<file path="config.mk">
export PLATFORM = sky130hd
export DESIGN_NAME = weight_load_sequencer
export DESIGN_NICKNAME = d
export VERILOG_FILES = /design/src/rtl/fnn_pkg.sv /design/src/rtl/wls_skid_buf.sv /design/src/rtl/weight_load_sequencer.sv
export SDC_FILE = /design/constraint.sdc
export NUM_CORES = 1
export LEC_CHECK = 0
export BUFFER_PORTS_ARGS = -buffer_cell sky130_fd_sc_hd__buf_2
export CORE_MARGIN = 2
export CORE_UTILIZATION = 62
export CTS_BUF_LIST = sky130_fd_sc_hd__clkbuf_8
export CTS_CLUSTER_SIZE = 40
export DETAILED_ROUTE_END_ITERATION = 6
export PLACE_DENSITY = 0.9
export SYNTH_ARGS = -nofsm -noshare
export SYNTH_HDL_FRONTEND = slang
export SYNTH_SLANG_ARGS = --single-unit
</file>
<file path="constraint.sdc">
create_clock -name clk -period 3.6 [get_ports clk]
set_input_delay 0.36 -clock clk [delete_from_list [all_inputs] [get_ports clk]]
set_output_delay 0.36 -clock clk [all_outputs]
set_load 0.05 [all_outputs]
</file>
<file path="src/rtl/fnn_pkg.sv">
// fnn_pkg: shared types and geometry for the FNN weight-load path.
// FSM encoding, layer-size defaults, fan-in/word-count helpers, bus offsets.
package fnn_pkg;

  typedef enum logic [1:0] {
    S_IDLE,
    S_FETCH,
    S_DRAIN,
    S_DONE
  } wls_state_e;

  localparam int WEIGHT_WIDTH_DEF  = 16;
  localparam int PART_NO_WIDTH_DEF = 7;
  localparam int NO_INPUTS_DEF     = 784;
  localparam int NN_L1_DEF         = 40;
  localparam int NN_L2_DEF         = 10;
  localparam int NN_L3_DEF         = 10;
  localparam int NN_L4_DEF         = 10;
  localparam int ADDR_WIDTH_DEF    = 15;

  // weight_bus is [0:W+P-1]; weight occupies the low indices
  localparam int WB_WEIGHT_OFS = 0;

  // layer is 0-based here; layer k+1 fans in from layer k's neurons
  function automatic int fan_in_of(
    input int layer,
    input int no_inputs,
    input int nn1,
    input int nn2,
    input int nn3
  );
    case (layer)
      0:       return no_inputs;
      1:       return nn1;
      2:       return nn2;
      default: return nn3;
    endcase
  endfunction

  function automatic int layer_words(
    input int fan_in,
    input int nn
  );
    return fan_in * nn;
  endfunction

endpackage

</file>
<file path="src/rtl/wls_skid_buf.sv">
// wls_skid_buf: 2-entry valid/ready buffer for {weight, layer, part_no, last}.
// Ports: push/din in, valid/dout/pop_ready out side, flush empties, count = occupancy.
module wls_skid_buf #(
  parameter int DW = 26
) (
  input  logic          clk,
  input  logic          rst,
  input  logic          flush,
  input  logic          push,
  input  logic [DW-1:0] din,
  input  logic          pop_ready,
  output logic          valid,
  output logic [DW-1:0] dout,
  output logic [1:0]    count
);

  logic [DW-1:0] mem_q [2];
  logic [DW-1:0] mem_d [2];
  logic          wr_q, wr_d;
  logic          rd_q, rd_d;
  logic [1:0]    cnt_q, cnt_d;
  logic          pop;

  assign valid = (cnt_q != 2'd0);
  assign dout  = mem_q[rd_q];
  assign count = cnt_q;
  assign pop   = valid && pop_ready;

  always_comb begin
    mem_d = mem_q;
    wr_d  = wr_q;
    rd_d  = rd_q;
    cnt_d = cnt_q;
    if (flush) begin
      wr_d  = 1'b0;
      rd_d  = 1'b0;
      cnt_d = 2'd0;
    end else begin
      if (push) begin
        mem_d[wr_q] = din;
        wr_d        = ~wr_q;
      end
      if (pop) begin
        rd_d = ~rd_q;
      end
      cnt_d = cnt_q + {1'b0, push} - {1'b0, pop};
    end
  end

  always_ff @(posedge clk) begin
    if (rst) begin
      mem_q[0] <= '0;
      mem_q[1] <= '0;
      wr_q     <= 1'b0;
      rd_q     <= 1'b0;
      cnt_q    <= 2'd0;
    end else begin
      mem_q <= mem_d;
      wr_q  <= wr_d;
      rd_q  <= rd_d;
      cnt_q <= cnt_d;
    end
  end

endmodule

</file>
<file path="src/rtl/weight_load_sequencer.sv">
// weight_load_sequencer: streams ROM weights into FNN layers 1..4 over one bus.
// ROM side: rom_rd_en/rom_addr/rom_data. Bus side: weight_bus/weight_valid/
// wb_ready, layer_sel, layer_done. Control: start_load, abort, load_weights,
// load_done, busy. checksum is live only when WLS_CHECKSUM_EN is defined.
module weight_load_sequencer
  import fnn_pkg::*;
#(
  parameter int WEIGHT_WIDTH  = WEIGHT_WIDTH_DEF,
  parameter int PART_NO_WIDTH = PART_NO_WIDTH_DEF,
  parameter int NO_INPUTS     = NO_INPUTS_DEF,
  parameter int NN_L1         = NN_L1_DEF,
  parameter int NN_L2         = NN_L2_DEF,
  parameter int NN_L3         = NN_L3_DEF,
  parameter int NN_L4         = NN_L4_DEF,
  parameter int ADDR_WIDTH    = ADDR_WIDTH_DEF
) (
  input  logic                    clk,
  input  logic                    rst,
  input  logic                    start_load,
  input  logic                    abort,
  output logic                    rom_rd_en,
  output logic [ADDR_WIDTH-1:0]   rom_addr,
  input  logic [WEIGHT_WIDTH-1:0] rom_data,
  output logic [0:WEIGHT_WIDTH+PART_NO_WIDTH-1] weight_bus,
  output logic                    weight_valid,
  input  logic                    wb_ready,
  output logic                    load_weights,
  output logic [3:0]              layer_sel,
  output logic                    layer_done,
  output logic                    load_done,
  output logic                    busy,
  output logic [31:0]             checksum
);

  localparam int W  = WEIGHT_WIDTH;
  localparam int P  = PART_NO_WIDTH;
  localparam int DW = W + 2 + P + 1;
  localparam int FI1 = fan_in_of(0, NO_INPUTS, NN_L1, NN_L2, NN_L3);
  localparam int FI2 = fan_in_of(1, NO_INPUTS, NN_L1, NN_L2, NN_L3);
  localparam int FI3 = fan_in_of(2, NO_INPUTS, NN_L1, NN_L2, NN_L3);
  localparam int FI4 = fan_in_of(3, NO_INPUTS, NN_L1, NN_L2, NN_L3);
  localparam int TOTAL = layer_words(FI1, NN_L1) + layer_words(FI2, NN_L2)
                       + layer_words(FI3, NN_L3) + layer_words(FI4, NN_L4);

  wls_state_e            state_q, state_d;
  logic [1:0]            layer_q, layer_d;
  logic [P-1:0]          neuron_q, neuron_d;
  logic [ADDR_WIDTH-1:0] idx_q, idx_d;
  logic [ADDR_WIDTH-1:0] addr_q, addr_d;
  logic                  rd_q, rd_d;
  logic [P+2:0]          tag_q, tag_d;

  logic [ADDR_WIDTH-1:0] fan_in;
  logic [P-1:0]          nn;
  logic last_idx, last_nrn, last_lyr, last_all;
  logic fire, xfer, flush, accept;

  logic [1:0]    occ;
  logic          sb_valid;
  logic [DW-1:0] sb_dout;
  logic [W-1:0]  o_w;
  logic [1:0]    o_l;
  logic [P-1:0]  o_p;
  logic          o_last;

  // tag travels with the read: {layer, neuron, last_in_layer}
  wls_skid_buf #(.DW(DW)) u_skid (
    .clk       (clk),
    .rst       (rst),
    .flush     (flush),
    .push      (rd_q && !flush),
    .din       ({rom_data, tag_q}),
    .pop_ready (wb_ready),
    .valid     (sb_valid),
    .dout      (sb_dout),
    .count     (occ)
  );

  assign o_w    = sb_dout[DW-1 -: W];
  assign o_l    = sb_dout[P+2:P+1];
  assign o_p    = sb_dout[P:1];
  assign o_last = sb_dout[0];

  assign xfer   = sb_valid && wb_ready;
  assign accept = (state_q == S_IDLE) && start_load && !abort;

  always_comb begin
    fan_in = ADDR_WIDTH'(FI1);
    nn     = P'(NN_L1);
    case (layer_q)
      2'd0: begin fan_in = ADDR_WIDTH'(FI1); nn = P'(NN_L1); end
      2'd1: begin fan_in = ADDR_WIDTH'(FI2); nn = P'(NN_L2); end
      2'd2: begin fan_in = ADDR_WIDTH'(FI3); nn = P'(NN_L3); end
      default: begin fan_in = ADDR_WIDTH'(FI4); nn = P'(NN_L4); end
    endcase
  end

  assign last_idx = (idx_q == fan_in - 1'b1);
  assign last_nrn = (neuron_q == nn - 1'b1);
  assign last_lyr = last_idx && last_nrn;
  assign last_all = (addr_q == ADDR_WIDTH'(TOTAL - 1));

  // credit check counts this cycle's pop so a full-rate stream keeps
  // one read in flight and one word on the bus
  assign fire = (state_q == S_FETCH)
             && (({1'b0, occ} + {2'b0, rd_q}) < (3'd2 + {2'b0, xfer}));

  always_comb begin
    state_d  = state_q;
    layer_d  = layer_q;
    neuron_d = neuron_q;
    idx_d    = idx_q;
    addr_d   = addr_q;
    rd_d     = 1'b0;
    tag_d    = {layer_q, neuron_q, last_lyr};
    flush    = 1'b0;
    unique case (state_q)
      S_IDLE: begin
        if (accept) begin
          state_d  = S_FETCH;
          layer_d  = 2'd0;
          neuron_d = '0;
          idx_d    = '0;
          addr_d   = '0;
        end
      end
      S_FETCH: begin
        if (fire) begin
          rd_d = 1'b1;
          if (last_all) state_d = S_DRAIN;
          else addr_d = addr_q + 1'b1;
          if (!last_idx) begin
            idx_d = idx_q + 1'b1;
          end else begin
            idx_d = '0;
            if (!last_nrn) begin
              neuron_d = neuron_q + 1'b1;
            end else begin
              neuron_d = '0;
              layer_d  = layer_q + 2'd1;
            end
          end
        end
      end
      S_DRAIN: begin
        if (xfer && o_last && o_l == 2'd3) state_d = S_DONE;
      end
      S_DONE: state_d = S_IDLE;
    endcase
    if (abort && state_q != S_IDLE) begin
      state_d = S_IDLE;
      rd_d    = 1'b0;
      flush   = 1'b1;
    end
  end

  always_ff @(posedge clk) begin
    if (rst) begin
      state_q  <= S_IDLE;
      layer_q  <= 2'd0;
      neuron_q <= '0;
      idx_q    <= '0;
      addr_q   <= '0;
      rd_q     <= 1'b0;
      tag_q    <= '0;
    end else begin
      state_q  <= state_d;
      layer_q  <= layer_d;
      neuron_q <= neuron_d;
      idx_q    <= idx_d;
      addr_q   <= addr_d;
      rd_q     <= rd_d;
      tag_q    <= tag_d;
    end
  end

  always_comb begin
    weight_bus = '0;
    if (sb_valid) begin
      weight_bus[WB_WEIGHT_OFS +: W]     = o_w;
      weight_bus[WB_WEIGHT_OFS + W +: P] = o_p;
    end
  end

  assign rom_rd_en    = fire;
  assign rom_addr     = addr_q;
  assign weight_valid = sb_valid;
  assign layer_sel    = sb_valid ? (4'b0001 << o_l) : 4'b0000;
  assign layer_done   = xfer && o_last;
  assign load_weights = (state_q == S_FETCH) || (state_q == S_DRAIN);
  assign load_done    = (state_q == S_DONE);
  assign busy         = (state_q != S_IDLE);

`ifdef WLS_CHECKSUM_EN
  logic [31:0] checksum_q, checksum_d;

  always_comb begin
    checksum_d = checksum_q;
    if (accept) checksum_d = '0;
    else if (xfer) checksum_d = checksum_q + 32'(signed'(o_w));
  end

  always_ff @(posedge clk) begin
    if (rst) checksum_q <= '0;
    else checksum_q <= checksum_d;
  end

  assign checksum = checksum_q;
`else
  assign checksum = '0;
`endif

endmodule
</file>
# After elaboration in Yosys (flattened, before gate mapping)
# Cells that the tools add are included.
dict set report word_totals {
  reg_bits 108
  output_inout_bits 80
  elab_cells 109
}
dict set report op_classes {
  addsub 10
  order_cmp 4
  eq_ne 15
  shifts 1
  muxes 34
  n_bitwise 6
  reduce_logical 27
}
# op count
set op_table {}
lappend op_table {{2-to-1 mux 26 bit} 4}
lappend op_table {{2-to-1 mux 15 bit} 5}
lappend op_table {{case mux 15 bit (2 select lines)} 2}
lappend op_table {{bitwise mux 52 bit} 1}
lappend op_table {{adder 15 x 1 -> 15 bit (second input constant)} 2}
lappend op_table {{2-to-1 mux 7 bit} 4}
lappend op_table {{demux 26 bit (select 1 bit)} 1}
lappend op_table {{2-to-1 mux 23 bit} 1}
lappend op_table {{case mux 10 bit (2 select lines)} 1}
lappend op_table {{2-to-1 mux 2 bit} 8}
lappend op_table {{== test 15 bit} 1}
lappend op_table {{== test 15 bit (second input constant)} 1}
lappend op_table {{subtractor 15 x 1 -> 15 bit (second input constant)} 1}
lappend op_table {{!= test 2 bit (second input constant)} 7}
lappend op_table {{case mux 7 bit (2 select lines)} 1}
lappend op_table {{AND reduction 4 bit} 3}
lappend op_table {{logical AND 1 bit} 10}
lappend op_table {{case mux 2 bit (4 select lines)} 1}
lappend op_table {{adder 7 x 1 -> 7 bit (second input constant)} 1}
lappend op_table {{== test 7 bit} 1}
lappend op_table {{subtractor 7 x 1 -> 7 bit (second input constant)} 1}
lappend op_table {{== test 2 bit (second input constant)} 3}
lappend op_table {{2-to-1 mux 6 bit} 1}
lappend op_table {{nonzero test 2 bit} 3}
lappend op_table {{other kinds (23)} 33}

# Depth between registers and ports, before layout
dict set report depth {
  ltp_word 8
  ltp_mapped 11
}

# Hierarchy
# From an unflattened synthesis, not the netlist that was laid out.
dict set report unflattened {
  cells_unflattened 603
  area_unflattened_um2 5754.3
}
# mod n_inst cells_per_inst area_each_um2 seq_area_each_um2
set by_module_without_submodules {}
lappend by_module_without_submodules {weight_load_sequencer 1 354 3057.9 1041.0}
lappend by_module_without_submodules {wls_skid_buf 1 249 2696.3 1121.1}

# Worst setup path before layout
# No wires, ideal clock.
dict set report synth_path {
  kind {register -> output}
  start {register u_skid.rd_q}
  end {output port layer_sel[2]}
  arrival_time_ns 2.070
  t_required_ns 3.240
  path_slack_ns 1.170
  stages_incl_launch_ff 5
  cell_sequence {dfxtp_1 buf_1 buf_1 nand3b_1 a21oi_1}
}
dict set report synth_between {
  elab_chain_len 6
}
# item line_no
set synth_rtl {}
lappend synth_rtl {{start, declared} wls_skid_buf.sv:20} ;# logic rd_q, rd_d;
lappend synth_rtl {{start signal, assigned} wls_skid_buf.sv:60} ;# rd_q <= rd_d;
lappend synth_rtl {{inverter 1 -> 2 bit (not written as such)} wls_skid_buf.sv:25} ;# assign dout = mem_q[rd_q];
lappend synth_rtl {{2-to-1 mux 26 bit (not written as such) (3 in series)} wls_skid_buf.sv:25}
lappend synth_rtl {{<< shifter 1 x 2 -> 4 bit} weight_load_sequencer.sv:188} ;# assign layer_sel = sb_valid ? (4'b0001 << o_l) : 4'b0000;
lappend synth_rtl {{2-to-1 mux 4 bit} weight_load_sequencer.sv:188}
lappend synth_rtl {{end, declared} weight_load_sequencer.sv:28} ;# output logic [3:0] layer_sel,
# No other way between the ends. The select of a mux whose other input is x is not followed.

# Worst setup path after layout
dict set report layout_path {
  start {register state_q[1]}
  end {register neuron_q[6]}
}
dict set report layout_between {
  elab_chain_len 5
  word_cells_on_any_way 11
  cone_classes {eq/ne (4); mux (1); reduce/logical (6)}
}
# item line_no
set layout_rtl {}
lappend layout_rtl {{start, declared} weight_load_sequencer.sv:45} ;# wls_state_e state_q, state_d;
lappend layout_rtl {{start signal, assigned} weight_load_sequencer.sv:167} ;# state_q <= state_d;
lappend layout_rtl {{zero test 2 bit} {weight_load_sequencer.sv:85, weight_load_sequencer.sv:117}}
lappend layout_rtl {{logical AND 1 bit (2 in series)} weight_load_sequencer.sv:85} ;# assign accept = (state_q == S_IDLE) && start_load && !abort;
lappend layout_rtl {{!= test 2 bit (no source line)} -}
lappend layout_rtl {{AND reduction 4 bit (no source line)} -}
lappend layout_rtl {{end signal, assigned} weight_load_sequencer.sv:169} ;# neuron_q <= neuron_d;
lappend layout_rtl {{end, declared} weight_load_sequencer.sv:47} ;# logic [P-1:0] neuron_q, neuron_d;
# Parallel ways exist; a longest one is shown, timed or not.
# A chain may end at the register's enable or synchronous reset.

==> flow_summary.toml <==
[synthesis]
synthTopCellsByArea = "dfxtp_1 (40%), nand2_1 (9.1%), a21oi_1 (6.7%)"
synth_edf_count = 0
synth_area_per_cell_sq_um = 7.96
yosysMostFrequentCell = "nand2_1"
synth_commonest_cells = "nand2_1 (132), dfxtp_1 (108), a21oi_1 (73)"
syn-instance-count = 683
syn_area_sq_um = 5440
async_flop_share = 0
synth_cell_type_count = 63
ys_ff_latch = 108
synth_top_area_frac = 0.398
seq_area_frac_synth = 0.398
ys_warn_count = 0
yosysTopAreaCell = "dfxtp_1"
synth_ff_type = "dfxtp_1"

[placed_design]
place_inst = 829
portBuffers = 68
dp_hpwl_microns = 8440
gp_congestion = 0.907

[timing]
hold_viol_final = 0
fmax_ghz = 0.375
max-slew-margin-rel = 0.239
slew_viol_final = 0
timing.hold.ws_ns = 0.214
rsz0062_at_grt = "no"
min_period_over_period = 0.741
fin_setup_tns_ns = 0
finClkSkew_ns = 0.0108
finalSetupViolCount = 0
fin_crit_ns = 2.67
worstMarginPinSlew_ns = 1.14

[clocking]
cts-htree-levels = 3
cts.sinks = 108
clockBufferDepth = 2
hold_buffers = 0
postCtsSetupBuffers = 0
cts.repair.resized = 0
cts.clk_slew.worst_paths_ns = 0.11
tritoncts = "yes"
cts_made_buffers = 9
clk_latency_ns = 0.38
cts_root_buf = "clkbuf_8"

[worst_hold_path]
hold_path_depth = 3
hp-class = "primary input to flop"
worstHoldEndpoint = "u_skid.mem_q[36]"
min-delay-start = "rom_data[0]"

[power]
powerDensity_nw_per_um2 = 518
ir_worst_vdd_uv = 273
leakage_uw = 0.00221

[setup_path]
crit_fanout = 17
crit_slowest_cell = "ha_1"
cp.arrival_ns = 2.97
path_cells = "inv_1 -> ha_1 -> nand2b_1 -> a22oi_2 -> buf_4 -> nand3_1 -> or3_1 -> or4_1 -> a31oi_1"
r2r-start = "state_q[1]"
start_kind = "flop"
r2r_end = "neuron_q[6]"
r2r_cells = 9
endpoint_kind = "flop"
max_stage_delay_ns = 0.45
crit_type = "flop to flop"
cp.required_ns = 3.90
reg2reg_slack_ns = 0.93

[final_layout]
layout-drive-gt1-share = 0.142
fin_nets = 768
nFillCells = 696
syn_to_final_growth_pct = 7.92
insertedDiodeCount = 0
final_cell_count_no_fill = 845

[detailed_routing]
drt_iter0_drc = 305
antenna_left = 0
avgRoutedWirePerCell_microns = 14.7
via_per_inst = 5.71
drt-total-wl_microns = 12400
vias = 4826
dr.pass1.iters = 5
drc_errors = 0

[global_route]
grt_max_degree = 83
grt_pass1_vias = 4528
grt.overflow.total = 0
track_usage = 0.264
antenna_found_initial = 0
grt_pass1_wl_microns = 21000

[job]
cap_violations = 0

[floorplan]
io_pins = 101
dieArea_sq_um = 9530
fp-row-count = 34
core_area_sq_um = 8590
die_w_microns = 97.6
die_y_microns = 97.6
initial_core_util = 0.632

[outcome]
status = "finished, final reports clean"
==> layer usage <==
metal,part of all wire,GRT usage
met5,0,0
met1,0.41,0.331
met3,0.074,0.0583
met2,0.50,0.458
met4,0.016,0.0759
==> critical path: cells and delay by family, from the launching register on <==
| kind | cells | cell delay [ns] |
|---|---|---|
| AOI/OAI and AO/OA | 2 | 0.36 |
| adders and majority gates | 1 | 0.45 |
| buffers and inverters | 2 | 0.34 |
| DFF | 1 | 0.36 |
| and+or+nand+nor | 4 | 1.07 |
==> placed cells by master, fill, tap and decap left out, drive strengths merged, types with 2 or more instances in the layout <==
cell      Yosys  final
inv          19     23
conb          1     32
o31ai         2      2
o41ai         2      2
mux2i        25     25
buf          45     75
and4          2      2
or2           2      2
a31oi         4      4
dfxtp       108    108
o311ai        2      2
and2          4      4
nor4b         2      2
nor2         59     59
nand3        27     27
nand2       132    132
a21oi        73     73
nand4b        6      6
clkinvlp      0      2
o211ai        2      2
or3           7      7
nor3         13     13
ha           15     15
or4           3      3
nor2b         5      5
nor4          3      3
xor2         14     14
xnor2         6      6
or4b          2      2
nand2b        5      5
o21ai        19     19
and3         11     11
a211oi        7      7
clkbuf       22      9
a31o          2      2
nand4        14     14
nand3b        3      3
==> stage by stage <==
step | util | power [uW] | cell area [sq um] | setup slack [ns]
floorplan | - | 2150 | 5550 | 1.17
global placement | 0.661 | 2320 | 5680 | 1.13
detailed placement | 0.661 | 2350 | 5680 | 0.990
CTS | 0.683 | 3040 | 5870 | 0.953
global route | 0.683 | 3190 | 5870 | 0.686
finish | 0.683 | 3040 | 5870 | 0.933
==> registers in the layout (all words and copies together), names as in the netlist <==
name	flops
u_skid.mem_q	52
idx_q	15
rom_addr	15
tag_q	10
neuron_q	7
layer_q	2
state_q	2
u_skid.count	2
rd_q	1
u_skid.rd_q	1
u_skid.wr_q	1
==> worst max path at each step <==
stage | startpoint | end | slack, ns | cells after the start
floorplan | u_skid.rd_q | layer_sel[2] | 1.17 | 4
global placement | state_q[1] | neuron_q[6] | 1.13 | 9
detailed placement | state_q[1] | neuron_q[6] | 0.99 | 9
CTS | state_q[1] | neuron_q[6] | 0.95 | 9
global route | state_q[1] | idx_q[7] | 0.69 | 9
finish | state_q[1] | neuron_q[6] | 0.93 | 9
==> layout make-up <==
class | instances | area (sq um) | share of cell area
clock buffer | 9 | 124 | 0.0211
timing repair buffer | 75 | 393 | 0.0670
clock inverter | 7 | 58.8 | 0.0100
sequential | 108 | 2160 | 0.369
inverter | 19 | 71.3 | 0.0122
tap | 108 | 135 | 0.0230
multi-input combinational | 519 | 2920 | 0.498
==> report_power, final <==
group          leakage [uW]  internal (uW)  switching, uW
clock network     0.0000911            263            434
registers          0.000871           1250           69.6
logic               0.00125            261            763
==> cell families (layout without fill, tap and decap cells) <==
family | after synthesis | after routing | synth area share
adders and majority gates | 15 | 15 | 0.0345
other | 1 | 32 | 0.000690
buffers and inverters | 87 | 110 | 0.0866
muxes | 25 | 25 | 0.0460
xor gates and xnor gates | 20 | 20 | 0.0322
AOI/OAI and AO/OA | 125 | 125 | 0.139
and+or+nand+nor | 302 | 302 | 0.263
DFF | 108 | 108 | 0.398
(Power assumes the default switching activity.)
